File: src/rtl/jt6295_mix.sv
// jt6295_mix: voice mixer and optional linear upsampler for the JT6295 core.
//
// CH time-multiplexed voice samples are summed into one frame. The frame sum
// is scaled by an unsigned 4.4 gain and saturated to WO bits. With INTERPOL=1,
// CH output samples per frame are produced by interpolating linearly from the
// previous frame value to the current one. With INTERPOL=0, one sample is
// produced per frame.
//
// Ports:
//   clk        system clock
//   rst        synchronous active-high reset, clears every register
//   cen_sl     slot strobe, one voice sample per strobe
//   cen        frame start, only honoured together with cen_sl
//   gain       unsigned 4.4 gain, 16 = unity
//   sound_in   signed voice sample, valid on cen_sl
//   sound_out  signed mixed output
//   sample     one-cycle pulse whenever sound_out updates
//   clip       the last latched frame was saturated
module jt6295_mix #(
    parameter int CH       = 4,
    parameter int WI       = 12,
    parameter int WO       = 16,
    parameter int INTERPOL = 1
) (
    input  logic                 clk,
    input  logic                 rst,
    input  logic                 cen_sl,
    input  logic                 cen,
    input  logic [7:0]           gain,
    input  logic signed [WI-1:0] sound_in,
    output logic signed [WO-1:0] sound_out,
    output logic                 sample,
    output logic                 clip
);
    localparam int L  = $clog2(CH);
    localparam int AW = WI + L;
    localparam int PW = AW + 9;
    localparam int RW = WO + L + 2;

    localparam logic signed [PW-1:0] QMAX = {{(PW-WO+1){1'b0}}, {(WO-1){1'b1}}};
    localparam logic signed [PW-1:0] QMIN = {{(PW-WO+1){1'b1}}, {(WO-1){1'b0}}};
    localparam logic signed [WO-1:0] OMAX = {1'b0, {(WO-1){1'b1}}};
    localparam logic signed [WO-1:0] OMIN = {1'b1, {(WO-1){1'b0}}};
    localparam logic [L:0]           KMAX = (L+1)'(CH);
    localparam logic [L:0]           KONE = (L+1)'(1);

    logic                 frame;
    logic signed [AW-1:0] ext_in;
    logic signed [AW-1:0] acc;
    logic signed [AW-1:0] sum;
    logic                 armed;
    logic [2:0]           sl_d;
    logic [2:0]           fr_d;
    logic signed [PW-1:0] prod_g;
    logic signed [PW-1:0] q;
    logic signed [WO-1:0] scaled;
    logic                 clip_n;
    logic signed [WO-1:0] prev;
    logic signed [WO-1:0] tgt;
    logic [L:0]           k;
    logic signed [WO-1:0] nprev;
    logic signed [WO-1:0] ntgt;
    logic [L:0]           nk;
    logic signed [WO:0]   diff;
    logic signed [RW-1:0] mul;
    logic signed [RW-1:0] step;
    logic signed [RW-1:0] pext;

    assign frame  = cen & cen_sl;
    assign ext_in = {{L{sound_in[WI-1]}}, sound_in};

    // Frame accumulator. The frame strobe slot starts the next frame, so the
    // finished sum is handed over before acc is reloaded. The very first
    // frame after reset is partial and is never handed over.
    always_ff @(posedge clk) begin
        if (rst) begin
            acc   <= '0;
            sum   <= '0;
            armed <= 1'b0;
        end else if (cen_sl) begin
            if (cen) begin
                acc   <= ext_in;
                if (armed) sum <= acc;
                armed <= 1'b1;
            end else begin
                acc <= acc + ext_in;
            end
        end
    end

    // Strobe delay line; reset drops anything still in flight.
    always_ff @(posedge clk) begin
        if (rst) begin
            sl_d <= '0;
            fr_d <= '0;
        end else begin
            sl_d <= {sl_d[1:0], cen_sl};
            fr_d <= {fr_d[1:0], frame};
        end
    end

    // Gain product: gain is zero-extended so it always acts as a positive
    // multiplier; only the low PW bits of the product are needed.
    always_comb begin
        prod_g = {{9{sum[AW-1]}}, sum} * {{(PW-8){1'b0}}, gain};
        q      = prod_g >>> 4;
    end

    // Saturating scale stage, gain is only looked at one cycle after F.
    always_ff @(posedge clk) begin
        if (rst) begin
            scaled <= '0;
            clip_n <= 1'b0;
        end else if (fr_d[0]) begin
            if (q > QMAX) begin
                scaled <= OMAX;
                clip_n <= 1'b1;
            end else if (q < QMIN) begin
                scaled <= OMIN;
                clip_n <= 1'b1;
            end else begin
                scaled <= WO'(q);
                clip_n <= 1'b0;
            end
        end
    end

    // Interpolator next state. The output register is fed from the updated
    // prev/tgt/k so each slot reaches sound_out four cycles after its strobe.
    // k saturates at CH, where the step lands exactly on tgt.
    always_comb begin
        nprev = prev;
        ntgt  = tgt;
        nk    = k;
        if (sl_d[2]) begin
            if (fr_d[2]) begin
                nprev = tgt;
                ntgt  = scaled;
                nk    = KONE;
            end else if (k != KMAX) begin
                nk = k + KONE;
            end
        end
        diff = {ntgt[WO-1], ntgt} - {nprev[WO-1], nprev};
        mul  = {{(L+1){diff[WO]}}, diff} * {{(WO+1){1'b0}}, nk};
        step = mul >>> L;
        pext = {{(L+2){nprev[WO-1]}}, nprev};
    end

    // Output stage: one sample per frame, or one per slot when interpolating.
    always_ff @(posedge clk) begin
        if (rst) begin
            prev      <= '0;
            tgt       <= '0;
            k         <= '0;
            sound_out <= '0;
            sample    <= 1'b0;
            clip      <= 1'b0;
        end else begin
            sample <= 1'b0;
            if (INTERPOL != 0) begin
                prev <= nprev;
                tgt  <= ntgt;
                k    <= nk;
                if (sl_d[2]) begin
                    sound_out <= WO'(pext + step);
                    sample    <= 1'b1;
                end
                if (sl_d[2] & fr_d[2]) clip <= clip_n;
            end else if (sl_d[2] & fr_d[2]) begin
                sound_out <= scaled;
                clip      <= clip_n;
                sample    <= 1'b1;
            end
        end
    end
endmodule
File: config.mk
export PLATFORM = sky130hd
export DESIGN_NAME = jt6295_mix
export DESIGN_NICKNAME = d
export VERILOG_FILES = /design/src/rtl/jt6295_mix.sv
export SDC_FILE = /design/constraint.sdc
export NUM_CORES = 1
export LEC_CHECK = 0
export ABC_CLOCK_PERIOD_IN_PS = 8330
export CAP_MARGIN = 40
export CORE_MARGIN = 3
export CORE_UTILIZATION = 36
export CTS_CLUSTER_DIAMETER = 30
export DETAILED_ROUTE_END_ITERATION = 10
export PLACE_DENSITY_LB_ADDON = 0.25
export REMOVE_ABC_BUFFERS = 1
export SLEW_MARGIN = 20
export SYNTH_ARGS = -nofsm -noshare
export SYNTH_HDL_FRONTEND = slang
export SYNTH_SLANG_ARGS = --single-unit
File: constraint.sdc
create_clock -name clk -period 8.33 [get_ports clk]
set_clock_uncertainty 0.2 [all_clocks]
set_input_delay 2.0825 -clock clk [delete_from_list [all_inputs] [get_ports clk]]
set_output_delay 2.0825 -clock clk [all_outputs]
set_load 0.02 [all_outputs]
; Word-level counts from Yosys, hierarchy flattened
; Cells that the tools add are included.
[classes]
n_addsub = 4
n_mul = 2
n_lt_le_gt_ge = 2
eq_ne = 1
muxes = 13
bitwise_logic = 2
n_reduce_logical = 2
[op_table]
columns = cell, count
row1 = $mux W16, 6
row2 = $mul A14 B9 Y23, 1
row3 = $mul A20 B3 Y18, 1
row4 = $gt A19 B16 Y1 const B, 1
row5 = $lt A19 B16 Y1 const B, 1
row6 = $sub A16 B16 Y17, 1
row7 = $add A16 B16 Y16, 1
row8 = $add A14 B12 Y14, 1
row9 = $mux W14, 1
row10 = $mux W3, 3
row11 = $add A3 B1 Y3 const B, 1
row12 = $mux W1, 3
row13 = $ne A3 B3 Y1 const B, 1
row14 = $reduce_and A3 Y1, 1
row15 = $and A1 B1 Y1, 2
row16 = $reduce_and A2 Y1, 1
[totals]
regBits = 105
inputBits = 24
out_inout_bits = 18
word_cells = 39

; Logic depth before layout (Yosys ltp)
; Gate-level depths: netlist of the first run.
[logic_depth]
word_depth = 6
mapped_depth = 33
mapped_depth_nobuf = 30

; Least setup slack after synthesis of the first run
; No wires, ideal clock.
[synth_path]
kind = flip-flop to flip-flop
from = register sl_d[2]
to = register sound_out[15]
setup_time_ns = 0.134
arrival_ns = 7.152
required_ns = 7.996
slack_ns = 0.844
path_stages_with_launch = 32
path_buffers = 3
period_less_slack_ns = 7.486
path_cell_list = dfxtp_1 -> clkbuf_1 -> nand2_1 -> buf_1 -> buf_1 -> mux2i_1 -> inv_1 -> ha_1 -> nor2b_1 -> o31ai_1 -> a21boi_0 -> nand2_1 -> fa_1 -> inv_1 -> fa_1 -> a21o_1 -> a21oi_1 -> o21bai_1 -> a21oi_1 -> o21bai_1 -> a21oi_1 -> xnor2_1 -> ha_1 -> and2_1 -> a31oi_1 -> o31ai_1 -> o41a_1 -> a31oi_1 -> o21ai_0 -> or3b_2 -> a21oi_1 -> nor4_1
[synth_between]
elab_chain_len = 4
elab_cells_between_ends = 6
cone_classes = add/sub: 2 / mul: 1 / mux: 3
[synth_lines]
columns = item, line
row1 = "start, declared", 52  ; logic [2:0] sl_d;
row2 = "start signal, assigned", 97  ; sl_d <= {sl_d[1:0], cen_sl};
row3 = $mux W16, 135  ; if (sl_d[2]) begin
row4 = via ntgt[1], 62  ; logic signed [WO-1:0] ntgt;
row5 = $sub A16 B16 Y17, 144  ; diff = {ntgt[WO-1], ntgt} - {nprev[WO-1], nprev};
row6 = $mul A20 B3 Y18, 145  ; mul = {{(L+1){diff[WO]}}, diff} * {{(WO+1){1'b0}}, nk};
row7 = $add A16 B16 Y16, 166  ; sound_out <= WO'(pext + step);
row8 = "end signal, assigned", 166
row9 = "end signal, assigned", 171  ; sound_out <= scaled;
row10 = "end, declared", 31  ; output logic signed [WO-1:0] sound_out,
; The timed path passes the listed nets, and every way through them passes these cells.
; A chain may end at the register's enable or synchronous reset.

; Worst setup path after layout of the first run
[layout_path]
from = input port gain[1]
to = register scaled[7]
[layout_between]
elab_chain_len = 4
elab_cells_between_ends = 5
cone_classes = mul: 1 / order compare: 2 / mux: 2
[layout_lines]
columns = item, line
row1 = "start, declared", 29  ; input logic [7:0] gain,
row2 = $mul A14 B9 Y23 *, 105  ; prod_g = {{9{sum[AW-1]}}, sum} * {{(PW-8){1'b0}}, gain};
row3 = $lt A19 B16 Y1, 118  ; end else if (q < QMIN) begin
row4 = $mux W16, 118
row5 = $mux W16 *, 115  ; if (q > QMAX) begin
row6 = "end signal, assigned", 122  ; scaled <= WO'(q);
row7 = "end, declared", 56  ; logic signed [WO-1:0] scaled;
; Every way passes the cells marked *; elsewhere a longest branch is shown, timed or not.

==> results.cfg, run 1 <==
[status]
status = completed

[placed_design]
gp_congestion = 0.823
dpl_cell_area_mm2 = 0.0120
hpwl_mm = 18.9
numPortBuffers = 41

[sta]
timing.setup.tns_ns = 0
hold-worst-slack_ns = 0.238
fin_crit_sh_pct = 93.1
slew_violations = 0
setup_viol = 0
grt_setup_unrepaired = no
post-route-min-period_ns = 7.75
fmax_mhz = 129
hold_viol_final = 0
slew_headroom_pct = 46.4
worst_pin_slew_ns = 0.805

[synth]
async_reset_ff_share_pct = 0
synth-seq-area-share_pct = 18.8
ys_types = 62
synth_edf_count = 0
synth_area_mm2 = 0.0112
synthCells = 1334
ys_warn_count = 0
ys_seq_elements = 105
synth.avg_cell_area_um2 = 8.40
ys.flop_type = dfxtp_1

[floorplanning]
initial_core_util_pct = 37.1
die_area_mm2 = 0.0333
core_mm2 = 0.0302
die_height_um = 182
die_w_um = 182
ios = 42
rows = 63

[cts]
clock_latency_ns = 0.37
cts_max_path_buffers = 2
cts.sink_count = 105
htreeDepth = 3
postCtsSetupRepairBufs = 0
cts_made_buffers = 9
root_buffer = clkbuf_16
cts-hold-fix-buffers = 0
cts_tree = yes
clkTransAtPathRegs_ns = 0.08
cts_resized = 0

[worst_setup_path]
arrival_ns = 7.84
cp_data_required_time_ns = 8.42
crit_type = in2reg
path_max_fanout = 16
timing.rr.end = sound_out[15]$_SDFFE_PP0P_
r2r_cells = 29
setup.worst_path.start_class = input pin
end_kind = flip-flop
rr_startpoint = fr_d[2]$_SDFF_PP0_
r2r_slack_ns = 0.83

[cells_and_area]
synthToLayoutAreaGrowth_pct = 10.1
finalInstanceArea_mm2 = 0.0123
drive_gt1_share_pct = 5.16
diodes = 0
post-route-util_pct = 40.9
layout.nets = 1589

[power_and_ir_drop]
p_per_area_mw_per_mm2 = 91.9
seq_power_share_pct = 46.6
power.share.clock_pct = 39.5
intPower_uw = 800
p_switching_uw = 333
leakagePower_uw = 0.00605
ir_worst_vdd_v = 0.0000977
swShare_pct = 29.4
power.total_uw = 1130
combinationalPowerShare_pct = 13.9

[routing]
ant_nets = 0
routed_wl_mm = 23.3
drt_first_pass_iters = 4
vias = 8484
drc_errors = 0
via_per_inst = 4.86
drt-initial-drc-count = 286
wl_per_cell_um = 13.3

[global_routing]
grt_pass1_wl_mm = 40.5
grt_max_degree = 69
grt_overflow_total = 0
grt_usage_pct = 14.5
grt_pass1_vias = 8481
antenna_found_initial = 0

[flow_run]
drv_cap = 0

[min_path]
hold_depth = 1
hold_end = sl_d[2]$_SDFF_PP0_
hold_class = reg2reg
hold_start = sl_d[1]$_SDFF_PP0_
sequential cells by signal, indices dropped and copies added (netlist names), 3 cells and up:
signal     flops
tgt           16
sound_out     16
prev          16
scaled        16
k              3
fr_d           3
acc           14
sum           14
sl_d           3
final cells by class:
class | instances | area (um2)
well taps | 390 | 488
multi-input cells | 989 | 8180
clock inverters | 7 | 86.3
repair buffers | 57 | 538
flip-flops and latches | 105 | 2100
clock buffers | 9 | 225
inverters | 189 | 709
fillers | 3042 | 17900
kinds of logic (layout without fill, tap and decap cells):
family | after synthesis | in the layout | synth area share (%)
compound gates | 229 | 229 | 14.1
xor+xnor | 63 | 63 | 4.93
fa+ha+maj | 214 | 214 | 31.2
buf+inv | 240 | 262 | 8.19
flops | 105 | 105 | 18.8
mux | 48 | 48 | 4.47
simple gates | 435 | 435 | 18.4
worst max-delay path, cell delays in order:
cell	delay, ns
clkdlybuf4s50_1	0.81
nand2_1	0.18
fa_1	0.59
inv_1	0.15
fa_1	0.61
inv_1	0.11
fa_1	0.51
fa_1	0.54
inv_1	0.04
ha_1	0.33
a21o_1	0.21
or3_1	0.30
nor3_1	0.23
o21ai_0	0.24
a2111oi_4	0.33
buf_4	0.24
o21ai_0	0.12
a211oi_2	0.22
worst max-delay path by stage:
stage / slack, ns / to / startpoint
6_report: 0.58 / scaled[7]$_SDFFE_PP0P_ / gain[1]
5_1_grt: 0.17 / scaled[11]$_SDFFE_PP0P_ / gain[1]
4_1_cts: 0.55 / scaled[7]$_SDFFE_PP0P_ / gain[1]
3_5_place_dp: 0.19 / scaled[7]$_SDFFE_PP0P_ / gain[1]
3_3_place_gp: 0.26 / scaled[2]$_SDFFE_PP0P_ / gain[1]
2_1_floorplan: 0.40 / sound_out[15]$_SDFFE_PP0P_ / sl_d[2]$_SDFF_PP0_
per-layer routing:
metal / vias to the layer above / routed length, um / global-route usage [%]
met5: - / 0 / 0
met4: 0 / 182 / 2.13
met3: 15 / 544 / 1.87
met2: 94 / 10900 / 24.6
met1: 3982 / 11700 / 20.1
li1: 4393 / - / -
power groups by stage:
| stage | logic, uW | registers (uW) | clock network (uW) |
|---|---|---|---|
| after floorplan | 101 | 536 | 0 |
| after global placement | 157 | 540 | 0 |
| after detailed placement | 159 | 540 | 0 |
| after CTS | 160 | 529 | 464 |
| after global routing | 181 | 530 | 479 |
| final | 158 | 528 | 447 |
synth_stat cells, types with 7 or more instances:
master | number | area [um2]
a21o_1 | 23 | 173
a211oi_1 | 19 | 143
nor3_1 | 25 | 125
and2_1 | 84 | 526
a21oi_1 | 57 | 285
nor2b_1 | 13 | 81.3
buf_1 | 7 | 26.3
nor2_1 | 100 | 375
ha_1 | 105 | 1310
dfxtp_1 | 105 | 2100
or3_1 | 8 | 50.1
mux2_2 | 16 | 180
o21ai_0 | 42 | 210
nand3_1 | 13 | 65.1
xor2_1 | 18 | 158
and3_1 | 11 | 68.8
clkbuf_1 | 41 | 154
o21bai_1 | 10 | 75.1
nand2b_1 | 11 | 68.8
fa_1 | 109 | 2180
xnor2_1 | 45 | 394
mux2i_1 | 32 | 320
a31oi_1 | 8 | 50.1
o211ai_1 | 10 | 75.1
inv_1 | 189 | 709
a211oi_2 | 9 | 113
nand2_1 | 153 | 574
cell usage in the layout, fill, tap and decap left out, drive strengths merged, types with 3 or more instances in the layout:
cell           count
inv              194
nand2            153
fa               109
ha               105
dfxtp            105
nor2             100
and2              84
a21oi             58
o21ai             47
xnor2             45
clkdlybuf4s50     40
mux2i             32
a211oi            28
nor3              26
a21o              23
xor2              18
buf               17
mux2              16
nand3             14
nor2b             13
nand2b            11
and3              11
o21bai            10
o211ai            10
clkbuf             9
or3                8
a31oi              8
o21a               6
a21boi             6
o31ai              5
a311oi             5
o31a               4
or2                4
o2111ai            3
nor3b              3
a2111oi            3
stage by stage:
stage / instances / setup WS (ns)
after global placement: 1730 / 0.261
after floorplan: 1283 / 0.399
after CTS: 1746 / 0.545
after detailed placement: 1730 / 0.186
after global routing: 1746 / 0.173
final: 1746 / 0.579
Note: power is estimated with default switching activity, not from simulation.
==> run 2: changes to the inputs <==
Settings changed: HOLD_SLACK_MARGIN set to 0.05.
==> results of run 2 <==
No change in the layout: final DEF, timing and power equal those of run 1.
==> run 3: changes to the inputs <==
Settings changed: HOLD_SLACK_MARGIN 0.05 to 0.03.
==> results of run 3 <==
No change in the layout: final DEF, timing and power equal those of run 1.
